File: src/rtl/sc_regplayer_pos.sv
// Player-position register: a PLAYER_WIDTH-bit lit block inside a DATAWIDTH-bit row,
// moved by level button requests with press detection and hold-to-repeat timing.
// Define SC_REGPLAYER_WRAP_EN for wrap-around edges; the default build clamps at the row ends.
`timescale 1ns/1ps
module sc_regplayer_pos #(
  parameter int DATAWIDTH     = 8,
  parameter int PLAYER_WIDTH  = 2,
  parameter int INIT_POS      = 3,
  parameter int REPEAT_DELAY  = 16,
  parameter int REPEAT_PERIOD = 4
) (
  input  logic                         SC_REGPLAYER_CLOCK_50,
  input  logic                         SC_REGPLAYER_RESET_InHigh,
  input  logic                         SC_REGPLAYER_clear_InLow,
  input  logic                         SC_REGPLAYER_left_In,
  input  logic                         SC_REGPLAYER_right_In,
  input  logic                         SC_REGPLAYER_load_In,
  input  logic [$clog2(DATAWIDTH)-1:0] SC_REGPLAYER_loadpos_InBUS,
  output logic [DATAWIDTH-1:0]         SC_REGPLAYER_data_OutBUS,
  output logic [$clog2(DATAWIDTH)-1:0] SC_REGPLAYER_pos_OutBUS,
  output logic                         SC_REGPLAYER_atleft_Out,
  output logic                         SC_REGPLAYER_atright_Out,
  output logic                         SC_REGPLAYER_moved_Out
);

  localparam int PW      = $clog2(DATAWIDTH);
  localparam int CNT_MAX = (REPEAT_DELAY > REPEAT_PERIOD) ? REPEAT_DELAY : REPEAT_PERIOD;
  localparam int CW      = $clog2(CNT_MAX);

`ifdef SC_REGPLAYER_WRAP_EN
  localparam logic [PW-1:0] POS_MAX = PW'(DATAWIDTH - 1);
`else
  localparam logic [PW-1:0] POS_MAX = PW'(DATAWIDTH - PLAYER_WIDTH);
`endif
  localparam logic [PW-1:0] POS_INIT    = PW'(INIT_POS);
  localparam logic [CW-1:0] DELAY_LOAD  = CW'(REPEAT_DELAY - 1);
  localparam logic [CW-1:0] PERIOD_LOAD = CW'(REPEAT_PERIOD - 1);

  typedef enum logic [1:0] {
    ST_IDLE   = 2'd0,
    ST_DELAY  = 2'd1,
    ST_REPEAT = 2'd2
  } rep_state_e;

  rep_state_e              state_r, state_nxt_s;
  logic [CW-1:0]           cnt_r, cnt_nxt_s;
  logic [PW-1:0]           pos_r, pos_nxt_s, step_pos_s;
  logic                    visible_r, vis_nxt_s;
  logic                    moved_r, moved_nxt_s;
  logic [1:0]              prev_dir_r, dir_s;
  logic                    step_s;
  logic [DATAWIDTH-1:0]    data_r, data_nxt_s;

  // Row pattern for a given position; indices past the MSB fold back to the LSB side.
  function automatic logic [DATAWIDTH-1:0] row_pattern(input logic [PW-1:0] p, input logic vis);
    logic [DATAWIDTH-1:0] r;
    logic [31:0]          idx;
    r = {DATAWIDTH{1'b0}};
    for (int i = 0; i < PLAYER_WIDTH; i++) begin
      idx = 32'(p) + 32'(i);
      if (idx >= 32'(DATAWIDTH)) begin
        idx = idx - 32'(DATAWIDTH);
      end else begin
        idx = idx;
      end
      r[idx[PW-1:0]] = vis;
    end
    return r;
  endfunction

  // Bit 1 = left, bit 0 = right; both or neither pressed means no direction.
  assign dir_s = {SC_REGPLAYER_left_In & ~SC_REGPLAYER_right_In,
                  SC_REGPLAYER_right_In & ~SC_REGPLAYER_left_In};

  // State register.
  always_ff @(posedge SC_REGPLAYER_CLOCK_50) begin
    if (SC_REGPLAYER_RESET_InHigh) begin
      state_r    <= ST_IDLE;
      cnt_r      <= {CW{1'b0}};
      pos_r      <= POS_INIT;
      visible_r  <= 1'b1;
      moved_r    <= 1'b0;
      prev_dir_r <= 2'b00;
      data_r     <= row_pattern(POS_INIT, 1'b1);
    end else begin
      state_r    <= state_nxt_s;
      cnt_r      <= cnt_nxt_s;
      pos_r      <= pos_nxt_s;
      visible_r  <= vis_nxt_s;
      moved_r    <= moved_nxt_s;
      prev_dir_r <= dir_s;
      data_r     <= data_nxt_s;
    end
  end

  // Repeat FSM next state: a direction change restarts as a fresh press.
  always_comb begin
    state_nxt_s = ST_IDLE;
    cnt_nxt_s   = {CW{1'b0}};
    step_s      = 1'b0;
    if (!SC_REGPLAYER_clear_InLow || SC_REGPLAYER_load_In || !visible_r || (dir_s == 2'b00)) begin
      state_nxt_s = ST_IDLE;
      cnt_nxt_s   = {CW{1'b0}};
    end else if ((state_r == ST_IDLE) || (dir_s != prev_dir_r)) begin
      step_s      = 1'b1;
      cnt_nxt_s   = DELAY_LOAD;
      state_nxt_s = ST_DELAY;
    end else begin
      case (state_r)
        ST_DELAY, ST_REPEAT: begin
          if (cnt_r == {CW{1'b0}}) begin
            step_s      = 1'b1;
            cnt_nxt_s   = PERIOD_LOAD;
            state_nxt_s = ST_REPEAT;
          end else begin
            cnt_nxt_s   = cnt_r - CW'(1);
            state_nxt_s = state_r;
          end
        end
        default: begin
          state_nxt_s = ST_IDLE;
          cnt_nxt_s   = {CW{1'b0}};
        end
      endcase
    end
  end

  // Candidate position for one step in the requested direction.
  always_comb begin
    step_pos_s = pos_r;
    if (dir_s[1]) begin
`ifdef SC_REGPLAYER_WRAP_EN
      step_pos_s = (pos_r == POS_MAX) ? {PW{1'b0}} : pos_r + PW'(1);
`else
      step_pos_s = (pos_r == POS_MAX) ? pos_r : pos_r + PW'(1);
`endif
    end else if (dir_s[0]) begin
`ifdef SC_REGPLAYER_WRAP_EN
      step_pos_s = (pos_r == {PW{1'b0}}) ? POS_MAX : pos_r - PW'(1);
`else
      step_pos_s = (pos_r == {PW{1'b0}}) ? pos_r : pos_r - PW'(1);
`endif
    end else begin
      step_pos_s = pos_r;
    end
  end

  // Output next values: clear beats load beats move.
  always_comb begin
    pos_nxt_s   = pos_r;
    vis_nxt_s   = visible_r;
    moved_nxt_s = 1'b0;
    if (!SC_REGPLAYER_clear_InLow) begin
      pos_nxt_s = POS_INIT;
      vis_nxt_s = 1'b0;
    end else if (SC_REGPLAYER_load_In) begin
      pos_nxt_s = (SC_REGPLAYER_loadpos_InBUS > POS_MAX) ? POS_MAX : SC_REGPLAYER_loadpos_InBUS;
      vis_nxt_s = 1'b1;
    end else if (step_s) begin
      pos_nxt_s   = step_pos_s;
      moved_nxt_s = (step_pos_s != pos_r);
    end else begin
      pos_nxt_s = pos_r;
    end
    data_nxt_s = row_pattern(pos_nxt_s, vis_nxt_s);
  end

  assign SC_REGPLAYER_data_OutBUS = data_r;
  assign SC_REGPLAYER_pos_OutBUS  = pos_r;
  assign SC_REGPLAYER_moved_Out   = moved_r;
`ifdef SC_REGPLAYER_WRAP_EN
  assign SC_REGPLAYER_atleft_Out  = 1'b0;
  assign SC_REGPLAYER_atright_Out = 1'b0;
`else
  assign SC_REGPLAYER_atleft_Out  = (pos_r == POS_MAX);
  assign SC_REGPLAYER_atright_Out = (pos_r == {PW{1'b0}});
`endif

endmodule

File: config.mk
export PLATFORM = sky130hd
export DESIGN_NAME = sc_regplayer_pos
export DESIGN_NICKNAME = d
export VERILOG_FILES = /design/src/rtl/sc_regplayer_pos.sv
export SDC_FILE = /design/constraint.sdc
export NUM_CORES = 1
export LEC_CHECK = 0
export CORE_MARGIN = 2
export CORE_UTILIZATION = 51
export CTS_CLUSTER_SIZE = 12
export DETAILED_ROUTE_END_ITERATION = 7
export GPL_ROUTABILITY_DRIVEN = 1
export PLACE_DENSITY_LB_ADDON = 0.15
export REMOVE_ABC_BUFFERS = 1
export SLEW_MARGIN = 20
export SYNTH_ARGS = -nofsm -noshare
export SYNTH_HDL_FRONTEND = slang
export SYNTH_SLANG_ARGS = --single-unit
File: constraint.sdc
create_clock -name SC_REGPLAYER_CLOCK_50 -period 4.43 [get_ports SC_REGPLAYER_CLOCK_50]
set_input_delay 1.1075 -clock SC_REGPLAYER_CLOCK_50 [delete_from_list [all_inputs] [get_ports SC_REGPLAYER_CLOCK_50]]
set_output_delay 1.1075 -clock SC_REGPLAYER_CLOCK_50 [all_outputs]
set_load 0.01 [all_outputs]
## Word-level counts from Yosys, hierarchy flattened

Index checks and enable logic that the tools add are counted.

- Reduce and logical (&&, ||, !) cells: 16
- Bitwise gates (word level): 8
- Muxes and demuxes: 27
- Add/subtract/negate cells: 6
- Magnitude comparators: 7
- Equal/unequal tests: 6

Operator list:

| cell | count |
|---|---|
| $mux 3 | 10 |
| $mux 4 | 3 |
| $mux 1 | 11 |
| $sub 3x1->3 const B | 3 |
| $and 8x8->8 | 1 |
| $bwmux 8 | 1 |
| $lt 3x4->1 const B | 2 |
| $reduce_or 4->1 | 2 |
| $demux 1 s3 | 2 |
| $ge 3x1->1 const B | 2 |
| $not 1->1 | 5 |
| $add 3x1->4 const B | 1 |
| $ge 3x4->1 const B | 1 |
| $ge 4x4->1 const B | 1 |
| $logic_not 2->1 | 2 |
| $logic_not 4->1 | 1 |
| $logic_or 1x1->1 | 4 |
| $reduce_or 2->1 | 2 |
| $sub 4x1->4 const B | 1 |
| $add 3x1->3 const B | 1 |
| $eq 3x3->1 const B | 1 |
| $gt 3x3->1 const B | 1 |
| $logic_not 3->1 | 1 |
| $ne 3x3->1 | 1 |
| other kinds (7) | 10 |

- Register bits after elaboration: 21
- Output and inout port bits: 14
- Bits of input ports: 9
- Logic and storage cells: 78

## Longest topological paths before layout

- Depth in word-level cells: 17
- Mapped depth: 11

## Worst setup path before layout

Ideal clock, no wire load.

- Kind: input to register
- From: input port SC_REGPLAYER_left_In
- To: register data_r[3] (netlist: SC_REGPLAYER_data_OutBUS[3])
- Data arrival time: 3569 ps
- Path slack: 739 ps
- Cell stages on the path: 11
- Path buffers: 1
- Data required time: 4308 ps
- Cells stage by stage: inv_1 -> ha_1 -> xor2_1 -> o41ai_4 -> nor3_1 -> a311o_1 -> buf_6 -> ha_1 -> or3_1 -> and2_1 -> a311o_1

- Cells in the longest elaborated chain, start to end: 17
- Elaborated cells between the ends (all ways): 33
- Classes of those cells: 3 x add/sub; 6 x order compare; 1 x eq/ne; 14 x mux; 4 x bitwise; 5 x reduce/logical

Ends and longest elaborated chain:

| element | RTL line | RTL |
|---|---|---|
| from (decl) | 15 | `input logic SC_REGPLAYER_left_In,` |
| $not 1->1 * | 73 | `SC_REGPLAYER_right_In & ~SC_REGPLAYER_left_In};` |
| $and 1x1->1 * | 73 |  |
| via dir_s[0] | 50 | `logic [1:0] prev_dir_r, dir_s;` |
| $ne 2x2->1 | 104 | `end else if ((state_r == ST_IDLE) \|\| (dir_s != prev_dir_r)) begin` |
| $logic_or 1x1->1 | 104 |  |
| $mux 1 | 104 |  |
| $mux 1 | 101 | `if (!SC_REGPLAYER_clear_InLow \|\| SC_REGPLAYER_load_In \|\| !visible_r \|\| (dir_s == 2'b00)) begin` |
| $mux 3 * | 159 | `end else if (step_s) begin` |
| [2 not listed] | - |  |
| via pos_nxt_s[0] | 47 | `logic [PW-1:0] pos_r, pos_nxt_s, step_pos_s;` |
| $add 3x1->4, or another cell as far along | 60 | `idx = 32'(p) + 32'(i);` |
| $ge 4x4->1, or another cell as far along | 61 | `if (idx >= 32'(DATAWIDTH)) begin` |
| $mux 3, or another cell as far along | 61 |  |
| $lt 3x4->1 (implied by the code), or another cell as far along | 66 | `r[idx[PW-1:0]] = vis;` |
| $logic_and 1x1->1 (implied by the code) or $mux 1 (tied branches) | 66 |  |
| $mux 1 (implied by the code) or $demux 1 s3 (tied branches) | 66 |  |
| $demux 1 s3 or $and 8x8->8 (tied branches) | - |  |
| $bwmux 8 * | 66 |  |
| to (signal assigned) | 84 | `data_r <= row_pattern(POS_INIT, 1'b1);` |
| to (signal assigned) | 92 | `data_r <= data_nxt_s;` |
| to (decl) | 52 | `logic [DATAWIDTH-1:0] data_r, data_nxt_s;` |

The timed path passes the listed nets; every way through them passes the cells marked *.
A chain may end at the register's enable or synchronous reset.

## Final worst setup path

- From: input port SC_REGPLAYER_left_In
- To: register data_r[3] (netlist: SC_REGPLAYER_data_OutBUS[3])

- Cells in the longest elaborated chain, start to end: 17
- Elaborated cells between the ends (all ways): 33
- Classes of those cells: 3 x add/sub; 6 x order compare; 1 x eq/ne; 14 x mux; 4 x bitwise; 5 x reduce/logical

Ends and longest elaborated chain:

| element | RTL line |
|---|---|
| $not 1->1 * | 73 |
| $and 1x1->1 * | 73 |
| via dir_s[0] | 50 |
| $ne 2x2->1 | 104 |
| $logic_or 1x1->1 | 104 |
| $mux 1 | 104 |
| $mux 1 | 101 |
| $mux 3 * | 159 |
| [2 not listed] | - |
| $add 3x1->4, or another cell as far along | 60 |
| $ge 4x4->1, or another cell as far along | 61 |
| $mux 3, or another cell as far along | 61 |
| $lt 3x4->1 (implied by the code), or another cell as far along | 66 |
| $logic_and 1x1->1 (implied by the code) or $mux 1 (tied branches) | 66 |
| $mux 1 (implied by the code) or $demux 1 s3 (tied branches) | 66 |
| $demux 1 s3 or $and 8x8->8 (tied branches) | - |
| $bwmux 8 * | 66 |

Marks and branches as above.

==> out/results.txt <==
Final clock period utilization by the worst path: 0.882. The run gives 0 as the number of antenna violations at the first check in global routing. On the final layout, the worst clock skew is 6.37 ps. Counting instances, the worst hold path has a depth of 2.

The worst setup path is launched from a primary input. The later pin in the worst-skew pair is clocked with a latency of 300 ps. TritonCTS built the clock tree. For the maximum clock frequency, the log shows 0.256 GHz.

For this run, the slowest stage of the critical path takes 480 ps. The hold violation total from the final report was 0. The global-route total usage across every layer came out at 0.203. The final critical delay including setup and external delays was 3910 ps; the effective utilization at floorplan was 0.549. The final-report max-slew violation count was 0; the worst path buffer plus inverter count was 2. The cell at the root of the clock tree is clkbuf_4. For this run, the number of Yosys warnings is 0. The placer congestion estimate is 0.783. The core region is 2250 um^2. For this run, design rule violations remaining after detail routing come to 0. The tools report the data required time at the worst endpoint as 4630 ps. The tools report the net switching power as 0.105 mW.

The number of levels in the clock H-tree was 1. Among all stages on the critical path, the largest delay is contributed by clkdlybuf4s50_1. In this run the tool buffered the top-level ports with 22 buffer cells. The cell area after placement came out at 1470 um^2.

The die is 53.3 um tall. After legalization and detailed placement, the total HPWL measured 1980 um. For the combinational power share, the log shows 0.228.

The core utilization of the finished layout was 0.665; the cell area power density was 253 nW/um^2. The logs give 0 for the post-CTS resize count and 4 for the number of optimization iterations in the first detailed-route pass. In the synthesized netlist, the number of instances is 136.

In this run, CTS created clock tree buffers numbering 3. The share of the synthesized area in the top cell type is 0.340. The tools report the total design power as 0.379 mW. Compared with the post-synthesis result, the final layout area differs by 21.2%. The final route contains 1032 vias. The most common cell after layout, fill and taps aside was clkdlybuf4s50_1. The first global-routing pass estimated 4240 um of wire. The type of the worst setup path is in2reg. Entering global routing, the biggest net connects 13 pins. Setup repair after global routing left no endpoint under its margin. The worst-case IR drop observed on VDD is 0.192 mV. The run gives 0 ps as the accumulated negative setup slack.

In the routed layout, each cell is associated on average with a via count of 5.49. The tools report the sequential share of the synthesized area as 0.340. In this run the horizontal extent of the chip is 53.3 um. Summed over all layers, the global routing overflow is 0. The number of endpoints failing setup at the final stage is 0, and the largest driver fanout on the critical path is 6. Summing all non-filler instances in the final layout gives an area of 1500 um^2.

The switching power as a share of total power was 0.277. The critical path capture point type was a flop. Top cell type by total area after synthesis: dfxtp_1. The detailed router finished its first iteration with 25 violations. The final-layout fill cell count is 198, and the antenna cell count is 0.

The tools report the number of nets still failing antenna checks after routing as 0. Counting distinct cell types in the post-synthesis netlist gives 44. For this block, the routed nets add up to 2490 um of wire.

The share of final-layout standard cells stronger than drive strength 1 was 0.0875. The critical path goes through clkdlybuf4s50_1 > inv_1 > ha_1 > xor2_1 > o41ai_4 > nor3_1 > a311o_1 > ha_1 > or3_1 > and2_1 > a311o_1. For the number of top-level design ports, the log shows 23. The tightest min-delay check is of the reg2reg type. The internal portion of the total power is 0.274 mW.

The CTS clock-pin slew for the worst setup and hold paths was 110 ps; the synthesized area per cell was 9.10 um^2. Worst reg2reg path depth: 10. The path length in cells of the critical path was 11. The count of buffers added by post-CTS timing repair for setup is 0. The clock passes through at most 2 buffers. The tools report the part of the power in registers as 0.532. The category of cells accounting for the largest share of critical-path delay is compound AO/OA/AOI/OAI gates. Post-layout net count: 180.

The number of placement rows came out at 17. In the post-synthesis netlist, the biggest area contributors are dfxtp_1, ha_1, inv_1, nand2_1, nor2_1. The die area was 2840 um^2. The synthesized netlist occupies a cell area of 1240 um^2. Transition time of the tightest slew-check pin: 642 ps. The synthesized design contains 21 register bits.

The flow ran to the end, and the final reports show no timing, DRC or antenna violations. Headroom to the max-slew limit: 0.568. For the clock sink total, the log shows 21. The tools report the reported max-cap violation count as 0.

The run gives 1038 as the via count of the first global-routing pass. Leakage power: 0.596 nW. For the clock share of power, the log shows 0.239. The data arrival at the endpoint of the critical path was 4110 ps; the cts-stage hold buffer count was 0. Leaving out fill and tap cells, the most frequent cells in the layout are clkdlybuf4s50_1, dfxtp_1, inv_1. The average routed wire per standard cell was 13.3 um.
cells in the mapped netlist (all sizes together):
master         instances
nand3b                 1
and2                   3
nand4                  1
a32o                   3
or2                    3
nand2                 10
xor2                   2
nor4bb                 1
nor3                   4
a211o                  1
o41ai                  1
a311o                  3
ha                    10
a21oi                  4
nor3b                  2
clkdlybuf4s25          1
xnor2                  3
o31ai                  1
and4bb                 2
buf                    3
nor2                  10
a2111oi                1
inv                   15
dfxtp                 21
o21ai                  7
a221o                  1
a211oi                 1
a31oi                  2
and3                   1
or3                    2
a21boi                 2
a21o                   1
nor2b                  4
mux2                   1
o32ai                  2
nand2b                 5
o221ai                 1
routing by layer:
metal	part of all wire	global-route usage	vias up
met2	0.52	0.377	13
met3	0.037	0.0537	2
met1	0.44	0.224	492
met5	0	0	-
li1	-	-	525
met4	0.0056	0.0556	0
flip-flops by register name (all words and copies together) (netlist names):
register / cells
SC_REGPLAYER_data_OutBUS: 8
SC_REGPLAYER_moved_Out: 1
SC_REGPLAYER_pos_OutBUS: 3
cnt_r: 4
prev_dir_r: 2
state_r: 2
visible_r: 1
through the flow:
stage / hold WS (ps) / instances / worst slack, ps
final: 509 / 188 / 524
after global routing: 541 / 188 / 317
after CTS: 506 / 188 / 525
after detailed placement: 491 / 184 / 195
after global placement: 474 / 184 / 276
after floorplan: 452 / 132 / 739
final cells by class:
type | count | area, um^2 | share of cell area
Clock buffer | 4 | 26.3 | 0.0175
Inverter | 15 | 56.3 | 0.0375
Multi-Input combinational cell | 96 | 727 | 0.485
Sequential cell | 21 | 420 | 0.280
Tap cell | 28 | 35.0 | 0.0234
Timing Repair Buffer | 24 | 235 | 0.157
worst reg2reg max path: stages (launching register included):
cell and delay (ps):
dfxtp_1 330, inv_1 50, ha_1 330, nor4bb_4 200
o41ai_4 470, nor3_1 80, a311o_1 350, ha_1 210
or3_1 410, and2_1 190, a311o_1 300
cells by family (layout without fill, tap and decap cells):
logic type / after synthesis / count (layout) / synth area share
AO/OA/AOI/OAI: 31 / 31 / 0.204
XOR/XNOR: 5 / 5 / 0.0354
adder cells (fa/ha/maj): 10 / 10 / 0.101
buffers and inverters: 19 / 43 / 0.0728
flip-flops: 21 / 21 / 0.340
multiplexers: 1 / 1 / 0.00910
AND/OR/NAND/NOR: 49 / 49 / 0.238
final timing paths:
| check | from | to | slack (ps) |
|---|---|---|---|
| min | state_r[0] | state_r[0] | 510 |
| min reg2reg | state_r[0] | state_r[0] | 510 |
| max reg2reg | state_r[0] | SC_REGPLAYER_data_OutBUS[3] | 1400 |
| max | SC_REGPLAYER_left_In | SC_REGPLAYER_data_OutBUS[3] | 520 |
power groups by stage:
stage | clock network [mW] | logic [mW] | registers (mW)
floorplan | 0 | 0.0498 | 0.208
global placement | 0 | 0.0835 | 0.206
detailed placement | 0 | 0.0865 | 0.206
CTS | 0.0950 | 0.0867 | 0.202
global route | 0.0998 | 0.0966 | 0.203
finish | 0.0908 | 0.0866 | 0.202
Power figures use the tool's default switching activity.
